File: src/rtl/seq_pkg.sv
// Shared types and helpers for the instruction sequencer.
package seq_pkg;

  typedef enum logic [1:0] {
    S_IDLE = 2'd0,
    S_RUN  = 2'd1,
    S_DONE = 2'd2
  } seq_state_t;

  typedef logic [1:0] cond_sel_t;

  localparam cond_sel_t COND_ALW = 2'b00;
  localparam cond_sel_t COND_EQ  = 2'b01;
  localparam cond_sel_t COND_LT  = 2'b10;
  localparam cond_sel_t COND_LE  = 2'b11;

  // Evaluates the relative-branch condition from the ALU flags.
  function automatic logic cond_true(input cond_sel_t sel, input logic eq, input logic lt);
    logic r;
    case (sel)
      COND_ALW: r = 1'b1;
      COND_EQ:  r = eq;
      COND_LT:  r = lt;
      default:  r = eq | lt;
    endcase
    return r;
  endfunction

endpackage

File: src/rtl/sat_counter.sv
// Up-counter with synchronous clear that sticks at all-ones.
module sat_counter #(
  parameter int W = 16
) (
  input  logic         clk,
  input  logic         rst_n,
  input  logic         clr,
  input  logic         inc,
  output logic [W-1:0] q
);

  logic [W-1:0] cnt_q, cnt_d;

  // Clear wins over increment; increment stops once the count is all-ones.
  always_comb begin
    cnt_d = cnt_q;
    if (clr) begin
      cnt_d = '0;
    end else if (inc && (cnt_q != '1)) begin
      cnt_d = cnt_q + W'(1);
    end
  end

  // Count register.
  always_ff @(posedge clk or negedge rst_n) begin
    if (!rst_n) begin
      cnt_q <= '0;
    end else begin
      cnt_q <= cnt_d;
    end
  end

  assign q = cnt_q;

endmodule

File: src/rtl/inst_sequencer.sv
// Program sequencer: PC, branch resolution, Start/Ack run control,
// watchdog and saturating cycle/instruction counters.
module inst_sequencer
  import seq_pkg::*;
#(
  parameter int                    PCW       = 10,
  parameter int                    PROGS     = 4,
  parameter logic [PROGS*PCW-1:0]  PROG_BASE = '0,
  parameter int                    CTW       = 16,
  parameter int                    TIMEOUT   = 4096,
  localparam int                   SW        = (PROGS > 1) ? $clog2(PROGS) : 1
) (
  input  logic           Clk,
  input  logic           Reset_n,
  input  logic           Start,
  input  logic [SW-1:0]  ProgSel,
  input  logic           BranchAbs,
  input  logic           BranchRelEn,
  input  logic [1:0]     CondSel,
  input  logic           ALU_equals,
  input  logic           ALU_lt,
  input  logic [PCW-1:0] Target,
  input  logic           HaltInst,
  input  logic           Stall,
  output logic [PCW-1:0] ProgCtr,
  output logic           Busy,
  output logic           Ack,
  output logic           Timeout,
  output logic [CTW-1:0] CycleCt,
  output logic [CTW-1:0] InstCt
);

  // A limit that cannot be represented in CTW bits would never be reached
  // by a saturating counter, so it behaves as a disabled watchdog.
  localparam bit             WD_EN   = (TIMEOUT != 0) && (((TIMEOUT - 1) >> CTW) == 0);
  localparam logic [CTW-1:0] WD_LAST = CTW'(TIMEOUT - 1);

  seq_state_t     state_q;
  logic [PCW-1:0] pc_q, pc_d;
  logic [PCW-1:0] entry_pc;
  logic           busy_q, ack_q, timeout_q;
  logic           running, start_acc, retire, halt_ret, wd_hit;
  logic [CTW-1:0] cycle_ct, inst_ct;

  assign running   = (state_q == S_RUN);
  assign start_acc = ((state_q == S_IDLE) || (state_q == S_DONE)) && Start;
  assign retire    = running && !Stall;
  assign halt_ret  = retire && HaltInst;
  assign wd_hit    = WD_EN && (cycle_ct == WD_LAST);

  // Entry address lookup; out-of-range selections fall back to program 0.
  always_comb begin
    entry_pc = PROG_BASE[0 +: PCW];
    for (int i = 0; i < PROGS; i++) begin
      if (ProgSel == SW'(i)) begin
        entry_pc = PROG_BASE[i*PCW +: PCW];
      end
    end
  end

  // Next PC for a retiring instruction: halt, absolute, conditional relative, sequential.
  always_comb begin
    pc_d = pc_q + PCW'(1);
    if (HaltInst) begin
      pc_d = pc_q;
    end else if (BranchAbs) begin
      pc_d = Target;
    end else if (BranchRelEn && cond_true(CondSel, ALU_equals, ALU_lt)) begin
      pc_d = pc_q + Target;
    end
  end

  // Run-control FSM with registered status outputs and the PC register.
  always_ff @(posedge Clk or negedge Reset_n) begin
    if (!Reset_n) begin
      state_q   <= S_IDLE;
      pc_q      <= '0;
      busy_q    <= 1'b0;
      ack_q     <= 1'b0;
      timeout_q <= 1'b0;
    end else begin
      case (state_q)
        S_IDLE, S_DONE: begin
          if (Start) begin
            state_q   <= S_RUN;
            pc_q      <= entry_pc;
            busy_q    <= 1'b1;
            ack_q     <= 1'b0;
            timeout_q <= 1'b0;
          end
        end
        S_RUN: begin
          if (retire) begin
            pc_q <= pc_d;
          end
          // A halt retiring in the watchdog's last cycle is a normal finish.
          if (halt_ret) begin
            state_q <= S_DONE;
            busy_q  <= 1'b0;
            ack_q   <= 1'b1;
          end else if (wd_hit) begin
            state_q   <= S_DONE;
            busy_q    <= 1'b0;
            ack_q     <= 1'b1;
            timeout_q <= 1'b1;
          end
        end
        default: begin
          state_q <= S_IDLE;
          busy_q  <= 1'b0;
        end
      endcase
    end
  end

  sat_counter #(.W(CTW)) u_cycle_ct (
    .clk   (Clk),
    .rst_n (Reset_n),
    .clr   (start_acc),
    .inc   (running),
    .q     (cycle_ct)
  );

  sat_counter #(.W(CTW)) u_inst_ct (
    .clk   (Clk),
    .rst_n (Reset_n),
    .clr   (start_acc),
    .inc   (retire),
    .q     (inst_ct)
  );

  assign ProgCtr = pc_q;
  assign Busy    = busy_q;
  assign Ack     = ack_q;
  assign Timeout = timeout_q;
  assign CycleCt = cycle_ct;
  assign InstCt  = inst_ct;

endmodule

File: config.mk
export PLATFORM = sky130hd
export DESIGN_NAME = inst_sequencer
export DESIGN_NICKNAME = d
export VERILOG_FILES = /design/src/rtl/seq_pkg.sv /design/src/rtl/sat_counter.sv /design/src/rtl/inst_sequencer.sv
export SDC_FILE = /design/constraint.sdc
export NUM_CORES = 1
export LEC_CHECK = 0
export ABC_AREA = 1
export CAP_MARGIN = 20
export CORE_MARGIN = 4
export CORE_UTILIZATION = 45
export CTS_CLUSTER_DIAMETER = 200
export CTS_CLUSTER_SIZE = 8
export DETAILED_ROUTE_END_ITERATION = 7
export PLACE_DENSITY = 0.72
export SYNTH_ARGS = -nofsm -noshare
export SYNTH_HDL_FRONTEND = slang
export SYNTH_SLANG_ARGS = --single-unit
File: constraint.sdc
create_clock -name Clk -period 2.64 [get_ports Clk]
set_clock_uncertainty 0.05 [all_clocks]
set_input_delay 0.528 -clock Clk [delete_from_list [all_inputs] [get_ports Clk]]
set_output_delay 0.528 -clock Clk [all_outputs]
set_load 0.05 [all_outputs]
* Word level (Yosys, flattened, before mapping)
Cells that the tools add are included.
** Storage, ports and cells
- Bits in registers :: 47
- Output and inout port bits :: 45
** Cells by class
- $add $sub $neg :: 4
- Muxes and demuxes :: 27
- Equality and inequality tests :: 13
- Bitwise gates (word level) :: 1
- Reduce and logical (&&, ||, !) cells :: 18
** Operators with widths (count)
- 2-to-1 mux 16 bit :: 4
- 2-to-1 mux 10 bit :: 5
- adder 16 x 1 -> 16 bit (second input constant) :: 2
- != test 16 bit (second input constant) :: 2
- case mux 10 bit (2 select lines) :: 1
- equality test 16 x 12 -> 1 bit (second input constant) :: 1
- adder 10 x 1 -> 10 bit (second input constant) :: 1
- adder 10 bit :: 1
- 2-to-1 mux 1 bit :: 9
- AND reduction 4 bit :: 2
- logical AND 1 bit :: 6
- 2-to-1 mux 2 bit :: 3
- != test 2 bit (second input constant) :: 3
- case mux 1 bit (2 select lines) :: 3
- nonzero test 2 bit :: 3
- equality test 2 x 1 -> 1 bit (second input constant) :: 2
- equality test 2 bit (second input constant) :: 2
- logical NOT 2 bit :: 2
- != test 2 x 1 -> 1 bit (second input constant) :: 2
- case mux 2 bit (2 select lines) :: 1
- != test 3 x 1 -> 1 bit (second input constant) :: 1
- case mux 1 bit (3 select lines) :: 1
- AND reduction 3 bit :: 1
- AND reduction 2 bit :: 1
- 4 further kinds :: 4

* Longest topological paths before layout
Gate-level depths: netlist of run 1.
- Depth in word-level cells :: 10
- Depth in mapped cells :: 17

* Modules after synthesis
From an unflattened synthesis of run 1, not the netlist that was laid out.
** Second synthesis, totals
- Cell total of the unflattened synthesis :: 483
- Area, all modules :: 3387.0 µm²
** By module, submodules not included
- sat_counter :: seq. area each 400.4 µm², instances 2, cells each 144, area an instance 1037.2 µm²
- inst_sequencer :: seq. area each 375.4 µm², instances 1, cells each 195, area an instance 1312.5 µm²

* Worst setup path before layout of run 1
No wires, ideal clock.
- Path kind :: input to register
- Start :: input port CondSel[0]
- End :: register pc_q[6], in the netlist ProgCtr[6]
- Stages on the path :: 13
- Setup time :: 0.123 ns
- Required time :: 2.467 ns
- Path slack :: 0.208 ns
- Data arrival time :: 2.259 ns
- Path through :: inv_1 > nand2_1 > nand3_1 > nand2_1 > or2_2 > ha_1 > fa_1 > nand3_1 > nand2_1 > nand3_1 > a21oi_1 > o21ai_0 > nand2_1
** On the way
- Cells in the longest elaborated chain, start to end :: 10
- Elaborated cells on any way between the ends :: 12
** Ends and longest elaborated chain
- start, declared :: line inst_sequencer.sv:19 : input logic [1:0] CondSel,
- equality test 2 bit (tied with other cells) :: line seq_pkg.sv:20 : case (sel)
- case mux 1 bit (3 select lines) * :: line seq_pkg.sv:20
- 2-to-1 mux 1 bit * :: line inst_sequencer.sv:66 : end else if (BranchAbs) begin
- 2-to-1 mux 1 bit * :: line inst_sequencer.sv:64 : if (HaltInst) begin
- logical AND 1 bit * :: line inst_sequencer.sv:68 : end else if (BranchRelEn && cond_true(CondSel, ALU_equals, ALU_lt)) begin
- 2-to-1 mux 10 bit * :: line inst_sequencer.sv:68
- 2-to-1 mux 10 bit * :: line inst_sequencer.sv:66
- 2-to-1 mux 10 bit * :: line inst_sequencer.sv:64
- 2-to-1 mux 10 bit * :: line inst_sequencer.sv:93 : if (retire) begin
- case mux 10 bit (2 select lines) * :: line inst_sequencer.sv:82 : case (state_q)
- end signal, assigned :: line inst_sequencer.sv:86 : pc_q <= entry_pc;
- end signal, assigned :: line inst_sequencer.sv:94 : pc_q <= pc_d;
- end, declared :: line inst_sequencer.sv:39 : logic [PCW-1:0] pc_q, pc_d;
Mark *: on every way between the ends. The rest lies on a longest branch, timed or not. The select of a mux whose other input is x is not followed.
A chain may end at the register's enable or synchronous reset.

* Worst setup path after layout of run 1
- Start :: input port CondSel[1]
- End :: register pc_q[8], in the netlist ProgCtr[8]
Same word-level chain as after synthesis.

==> results of run 1 <==
==> report_power, final <==
| part | internal (mW) | leakage (nW) | switching [mW] | total [mW] |
|---|---|---|---|---|
| Combinational | 0.559 | 1.24 | 1.18 | 1.74 |
| Sequential | 0.872 | 0.638 | 0.177 | 1.05 |
| Clock | 0.286 | 0.0548 | 0.265 | 0.551 |
| Total | 1.72 | 1.93 | 1.62 | 3.34 |
==> synthesized netlist by cell type, types with 4 or more instances <==
cell type and instances:
a21oi_1 12, clkbuf_1 4, dfrtp_1 47, ha_1 11, inv_1 52, inv_2 6
nand2_1 128, nand3_1 30, nand4_1 18, nor2_1 49, nor3_1 12, o21ai_0 28
o21ai_2 6, o31ai_1 9, xor2_1 15
==> placed cells by master, fill, tap and decap left out, types with 2 or more instances in the layout <==
cell             synthesis  layout
ha_1                    11       9
nand4_1                 18      18
nand2_4                  3       3
or2_2                    2       2
o21ai_1                  2       3
o31ai_1                  9       9
nand2_2                  2       4
o21ai_0                 28      26
buf_4                    1      18
a21oi_1                 12      11
nand3_2                  3       6
o21ai_2                  6       7
clkdlybuf4s50_1          0      64
nand3_1                 30      27
inv_1                   52      52
clkbuf_8                 0       5
inv_2                    6       6
a21oi_2                  1       2
nor3_1                  12      12
nor2_2                   1       3
dfrtp_1                 47      47
nand2_1                128     126
xor2_1                  15      15
nor2_1                  49      47
==> layer usage <==
layer  vias to the layer above  part of all wire [%]  global-route usage (%)
met3                         6                   5.0                    3.25
li1                       1651                     -                       -
met5                         -                     0                       0
met4                         0                  0.96                    6.68
met1                      1525                    46                    26.8
met2                        93                    48                    32.9
==> worst max path at each step <==
stage | to | startpoint | slack [ns] | cells after the start
final | ProgCtr[8] | CondSel[1] | 0.09 | 15
after global routing | ProgCtr[5] | CondSel[0] | 0.003 | 16
after CTS | ProgCtr[6] | CondSel[1] | 0.01 | 13
after detailed placement | ProgCtr[6] | CondSel[1] | -0.31 | 13
after global placement | ProgCtr[6] | CondSel[0] | -0.25 | 13
after floorplan | ProgCtr[6] | CondSel[0] | 0.21 | 13
==> metrics by stage <==
step	area, sq um	hold WS, ns
after floorplan	3210	0.182
after global placement	4080	0.429
after detailed placement	4080	0.432
after CTS	4200	0.198
after global routing	4250	0.219
final	4250	0.175
==> worst register-to-register path, delay by kind of cell (launching register included) <==
kind                       cells  cell delay [ns]
adders and majority gates      1             0.23
buffers and inverters          1             0.25
DFF                            1             0.44
and+or+nand+nor                8             0.98
==> cell families after synthesis <==
logic type	after synthesis
adder cells (fa/ha/maj)	12
XOR/XNOR	16
multiplexers	1
flip-flops	47
AND/OR/NAND/NOR	252
buffers and inverters	65
AO/OA/AOI/OAI	60
==> timing repair <==
item,4_1_cts,5_1_grt
hold buffers,0,0
resized for setup,0,15
endpoints found under the setup margin,0,7
==> cell type report <==
class / count / area (sq um) / area share, %
clock buffer: 5 / 68.8 / 1.62
tap: 96 / 120 / 2.83
sequential: 47 / 1180 / 27.7
inverter: 59 / 221 / 5.21
timing repair buffer: 84 / 792 / 18.6
multi-input combinational: 341 / 1830 / 42.9
clock inverter: 3 / 46.3 / 1.09
==> flip-flops by register name (all words and copies together) (netlist names) <==
register and flops:
Ack 1, u_cycle_ct.q 16, Timeout 1, ProgCtr 10
Busy 1, state_q 2, u_inst_ct.q 16
==> results by group, run 1 <==
Logic synthesis
  • Synth async-reset ratio: 100%
  • Post-synthesis mux area share: 0.312%
  • Post-Synth XOR/XNOR Area: 4.37%
  • Synth Area in Adders: 4.92%
  • Synth warnings: 0
  • Synth cell types: 34
  • Post-synth EDFFs: 0
  • Ranking of synthesized cells by area: dfrtp_1 (37%), nand2_1 (15%), inv_1 (6.1%), nor2_1 (5.7%), nand3_1 (4.7%)
  • Yosys reg bits: 47
  • Synthesized area per cell: 7.08 sq um
  • Dominant cell type by area after synthesis: dfrtp_1
  • Post-Synth Simple-Gate Area: 34.7%
  • Sequential-to-total area share from yosys stat: 36.7%
  • Post-synth top area share: 36.7%
  • Main combinational cell family by area after synthesis: simple AND/OR/NAND/NOR gates
  • Synth Area in Compound Gates: 11.0%
  • Cells after Synth: 453
  • Top FF cell, synth: dfrtp_1
  • Syn nets: 488
  • Mapped Area: 3210 sq um

Clock network
  • Total setup buffers inserted after CTS: 0
  • CTS Root Buffer Type: clkbuf_8
  • Clk sink count: 47
  • CTS tree: built
  • Clock buffer depth: 2
  • H-tree levels: 2
  • Worst-skew pair later-pin latency: 0.30 ns
  • CTS buffer count: 5
  • Worst-path clk slew: 0.10 ns

Worst setup path
  • Setup CP Type: input port to flip-flop
  • WP buf/inv: 1
  • CP Max Fanout: 3
  • Data arrival, critical path: 2.69 ns
  • Crit path top cell by count: nand2_1
  • CP cell instances: clkdlybuf4s50_1 -> nand2_1 -> nand3_2 -> nand2_2 -> or2_2 -> ha_1 -> fa_2 -> nand3_1 -> nand2_2 -> nand4_1 -> nand2_1 -> nand2_1 -> nand3_1 -> nand2_1 -> nand2_1
  • Critical path required time: 2.78 ns
  • CP max stage delay: 0.48 ns
  • R2R Setup Slk: 0.60 ns
  • Reg2Reg Depth: 10
  • RR Endpoint: u_inst_ct.q[6]
  • CP endpoint kind: flip-flop
  • CP startpoint kind: input port
  • Worst R2R Start: u_inst_ct.q[0]
  • Slowest CP cell: clkdlybuf4s50_1
  • Delay-heaviest family, CP: simple AND/OR/NAND/NOR gates

STA
  • Fmax: 0.392 GHz
  • Final Hold Viols: 0
  • Final period util: 96.5%
  • Tmin final: 2.55 ns
  • # setup viols final: 0
  • RSZ-0062 raised after global routing: false
  • Slew Viols, Final: 0
  • Final worst-path setup slack: 0.0920 ns
  • Worst rel slew slack: 58.2%
  • Tightest Pin Transition: 0.626 ns
  • Setup TNS Final: 0 ns

GRT
  • Overflow left after global routing: 0
  • Largest net degree at the start of global routing: 30
  • Initial antenna violation count: 0
  • First-pass GRT wire length: 14000 microns
  • GRT Total Usage: 20.0%
  • Vias in the first global route: 3080

Finish
  • Layout cells sized above 1: 12.1%
  • Fill count: 633
  • Final instance count without filler cells: 635
  • P&R area growth vs syn: 32.5%
  • Util after Layout: 61.9%
  • Nets: 573
  • N_diodes: 0

Floorplan
  • I/O Pins: 68
  • Initial Util: 46.7%
  • Die area: 8540 sq um
  • Core area: 6870 sq um
  • Number of core rows: 30
  • Die H: 92.4 microns
  • Die width: 92.4 microns

Place
  • HPWL Detailed: 6390 microns
  • Buffers on Ports: 65
  • Inst Count DP: 627
  • Routability cong.: 0.899
  • Pre-CTS WS: -0.308 ns

Power
  • VDD IR max: 0.508 mV
  • P per Cell Area: 786 nW/um^2
  • Total power after layout: 3.34 mW
  • Pleak: 1.93 nW

Route
  • Drt via density: 5.16
  • Drt wl/cell: 13.2 microns
  • Routed wire length: 8370 microns
  • Vias: 3275
  • Post-route DRC: 0
  • Drt first pass iters: 4
  • DR iter-0 viols: 145
  • Post-route ant nets: 0

Flow run
  • Maxcap violations: 0

Run status
  • Status: completed

Min path
  • Worst min-delay path category: input port to async pin
(Power assumes the default switching activity.)
==> run 2, diff against run 1 <==
clock period = 2.7 ns   (was 2.64 ns; I/O delays follow)
==> run 2 against run 1 <==
Clock power fell by 4.5%. Via count fell by 1.7%. Global-route usage fell by 0.12 points. Combinational power fell by 2%. Power fell by 2.8%. Non-clock buffer count did not move. Routed wire length fell by 0.73%. First-iteration DRC count rose by 29%. Design area fell by 0.41%. Critical path depth did not move. Utilization fell by 0.26 points. Setup slack improved by 0.074 ns.
==> results by group, run 2 (synthesis results as in run 1) <==
Route
  • Drt wl/cell: 13.1 microns (-0.73%)
  • Drt via density: 5.07 (-1.7%)
  • Routed wire length: 8310 microns (-0.73%)
  • DR iter-0 viols: 187 (+29%)
  • Vias: 3218 (-1.7%)
  • Post-route DRC: 0 (unchanged)
  • Post-route ant nets: 0 (unchanged)
  • Drt first pass iters: 4 (unchanged)

Clock network
  • Worst-skew pair later-pin latency: 0.30 ns (about the same)
  • CTS Root Buffer Type: clkbuf_8
  • H-tree levels: 2 (unchanged)
  • CTS tree: built
  • Worst-path clk slew: 0.10 ns (about the same)
  • Clk sink count: 47 (unchanged)
  • Clock buffer depth: 2 (unchanged)
  • CTS buffer count: 5 (unchanged)

Floorplan
  • Core area: 6870 sq um (unchanged)
  • Die area: 8540 sq um (unchanged)
  • Die width: 92.4 microns (unchanged)
  • Initial Util: 46.7% (unchanged)
  • Number of core rows: 30 (unchanged)
  • Die H: 92.4 microns (unchanged)
  • I/O Pins: 68 (unchanged)

STA
  • Tmin final: 2.53 ns
  • Final period util: 93.9%
  • Fmax: 0.395 GHz
  • Slew Viols, Final: 0 (unchanged)
  • Worst rel slew slack: 60.6% (+2.4 points)
  • Tightest Pin Transition: 0.591 ns (-0.0358 ns)
  • # setup viols final: 0 (unchanged)
  • Final worst-path setup slack: 0.166 ns (+0.0735 ns)
  • Final Hold Viols: 0 (unchanged)

Worst setup path
  • Slowest CP cell: clkdlybuf4s50_1
  • Critical path required time: 2.84 ns (+0.06 ns)
  • CP Max Fanout: 3 (unchanged)
  • Crit path top cell by count: nand2_1
  • Delay-heaviest family, CP: simple AND/OR/NAND/NOR gates
  • Data arrival, critical path: 2.68 ns (about the same)
  • CP cell instances: clkdlybuf4s50_1 -> nand2_1 -> nand3_2 -> nand2_2 -> or2_2 -> ha_1 -> fa_2 -> nand3_1 -> nand2_2 -> nand4_1 -> nand2_1 -> nand2_1 -> nand3_1 -> nand2_1 -> nand2_1
  • CP startpoint kind: input port
  • WP buf/inv: 1 (unchanged)
  • Setup CP Type: input port to flip-flop
  • CP endpoint kind: flip-flop
  • CP max stage delay: 0.48 ns (about the same)

Finish
  • Util after Layout: 61.6% (-0.26 points)
  • Most frequent cells in the layout: nand2_1 (125), clkdlybuf4s50_1 (63), inv_1 (52)
  • Layout cells sized above 1: 11.9% (-0.19 points)
  • P&R area growth vs syn: 32.0%
  • N_diodes: 0 (unchanged)
  • Final instance count without filler cells: 635 (unchanged)
  • Nets: 573 (unchanged)
  • Finished layout cell area: 4230 sq um (-0.41%)
  • Commonest non-fill, non-tap cell in the layout: nand2_1

GRT
  • GR Layer Usage met1: 27.1% (+0.31 points)
  • Vias in the first global route: 3088 (+0.26%)
  • First-pass GRT wire length: 14100 microns (about the same)
  • GRT met3 Usage: 3.90% (+0.65 points)
  • GRT Max-Usage Layer: met2
  • Met2 Use GR: 32.0% (-0.97 points)
  • Overflow left after global routing: 0 (unchanged)
  • GRT Total Usage: 19.9% (-0.12 points)
  • Largest net degree at the start of global routing: 27 (-10%)
  • Initial antenna violation count: 0 (unchanged)

Power
  • Pleak: 1.95 nW (+0.75%)
  • Total power after layout: 3.25 mW (-2.8%)
  • P per Cell Area: 767 nW/um^2 (-2.4%)
  • VDD IR max: 0.498 mV (-2.1%)

Place
  • Pre-CTS WS: -0.264 ns (+0.0437 ns)
  • Routability cong.: 0.907 (+0.99%)
  • Buffers on Ports: 65 (unchanged)
  • Inst Count DP: 626 (-0.16%)
  • HPWL Detailed: 6450 microns (+1.0%)
  • Placement Cell Area: 4070 sq um (-0.18%)

Min path
  • Worst min-delay path category: input port to async pin

Flow run
  • Maxcap violations: 0 (unchanged)

Run status
  • Status: completed
-- run 2: layout make-up --
class	instances	area [sq um]
multi-input combinational	341	1810
clock buffer	5	68.8
tap	96	120
clock inverter	3	43.8
timing repair buffer	84	795
inverter	59	221
fill	659	2640
sequential	47	1180
-- run 2: repair_timing --
| action | in CTS | in global routing |
|---|---|---|
| buffers inserted | 0 | 1 |
| gates resized for setup | 0 | 15 |
| endpoints found under the setup margin | 0 | 6 |
| hold buffers | 0 | 0 |
-- run 2: worst paths after layout --
check	startpoint	to	slack, ns	cells after the start
max in group asynchronous	Reset_n	ProgCtr[6]	1.83	2
min in group Clk	Busy	Busy	0.45	2
worst max register to register	u_inst_ct.q[0]	u_inst_ct.q[6]	0.64	10
worst min register to register	Busy	Busy	0.45	2
worst min-delay path	Reset_n	u_inst_ct.q[0]	0.17	1
worst max-delay path	CondSel[1]	ProgCtr[8]	0.17	15
-- run 2: routing by layer --
layer | wire, microns | up-vias | share of wire [%]
li1 | - | 1655 | -
met1 | 3870 | 1465 | 47
met2 | 3840 | 89 | 46
met3 | 495 | 9 | 6.0
met4 | 108 | 0 | 1.3
met5 | 0 | - | 0
-- run 2: power by group --
group	switching (mW)	internal, mW
clock network	0.249	0.276
logic	1.15	0.544
registers	0.170	0.853
total	1.57	1.67
-- run 2: metrics by stage --
step / setup TNS (ns) / hold WS (ns)
finish: 0 / 0.172
global route: -0.0392 / 0.205
CTS: 0 / 0.197
detailed placement: -1.56 / 0.435
global placement: -1.13 / 0.428
floorplan: 0 / 0.194
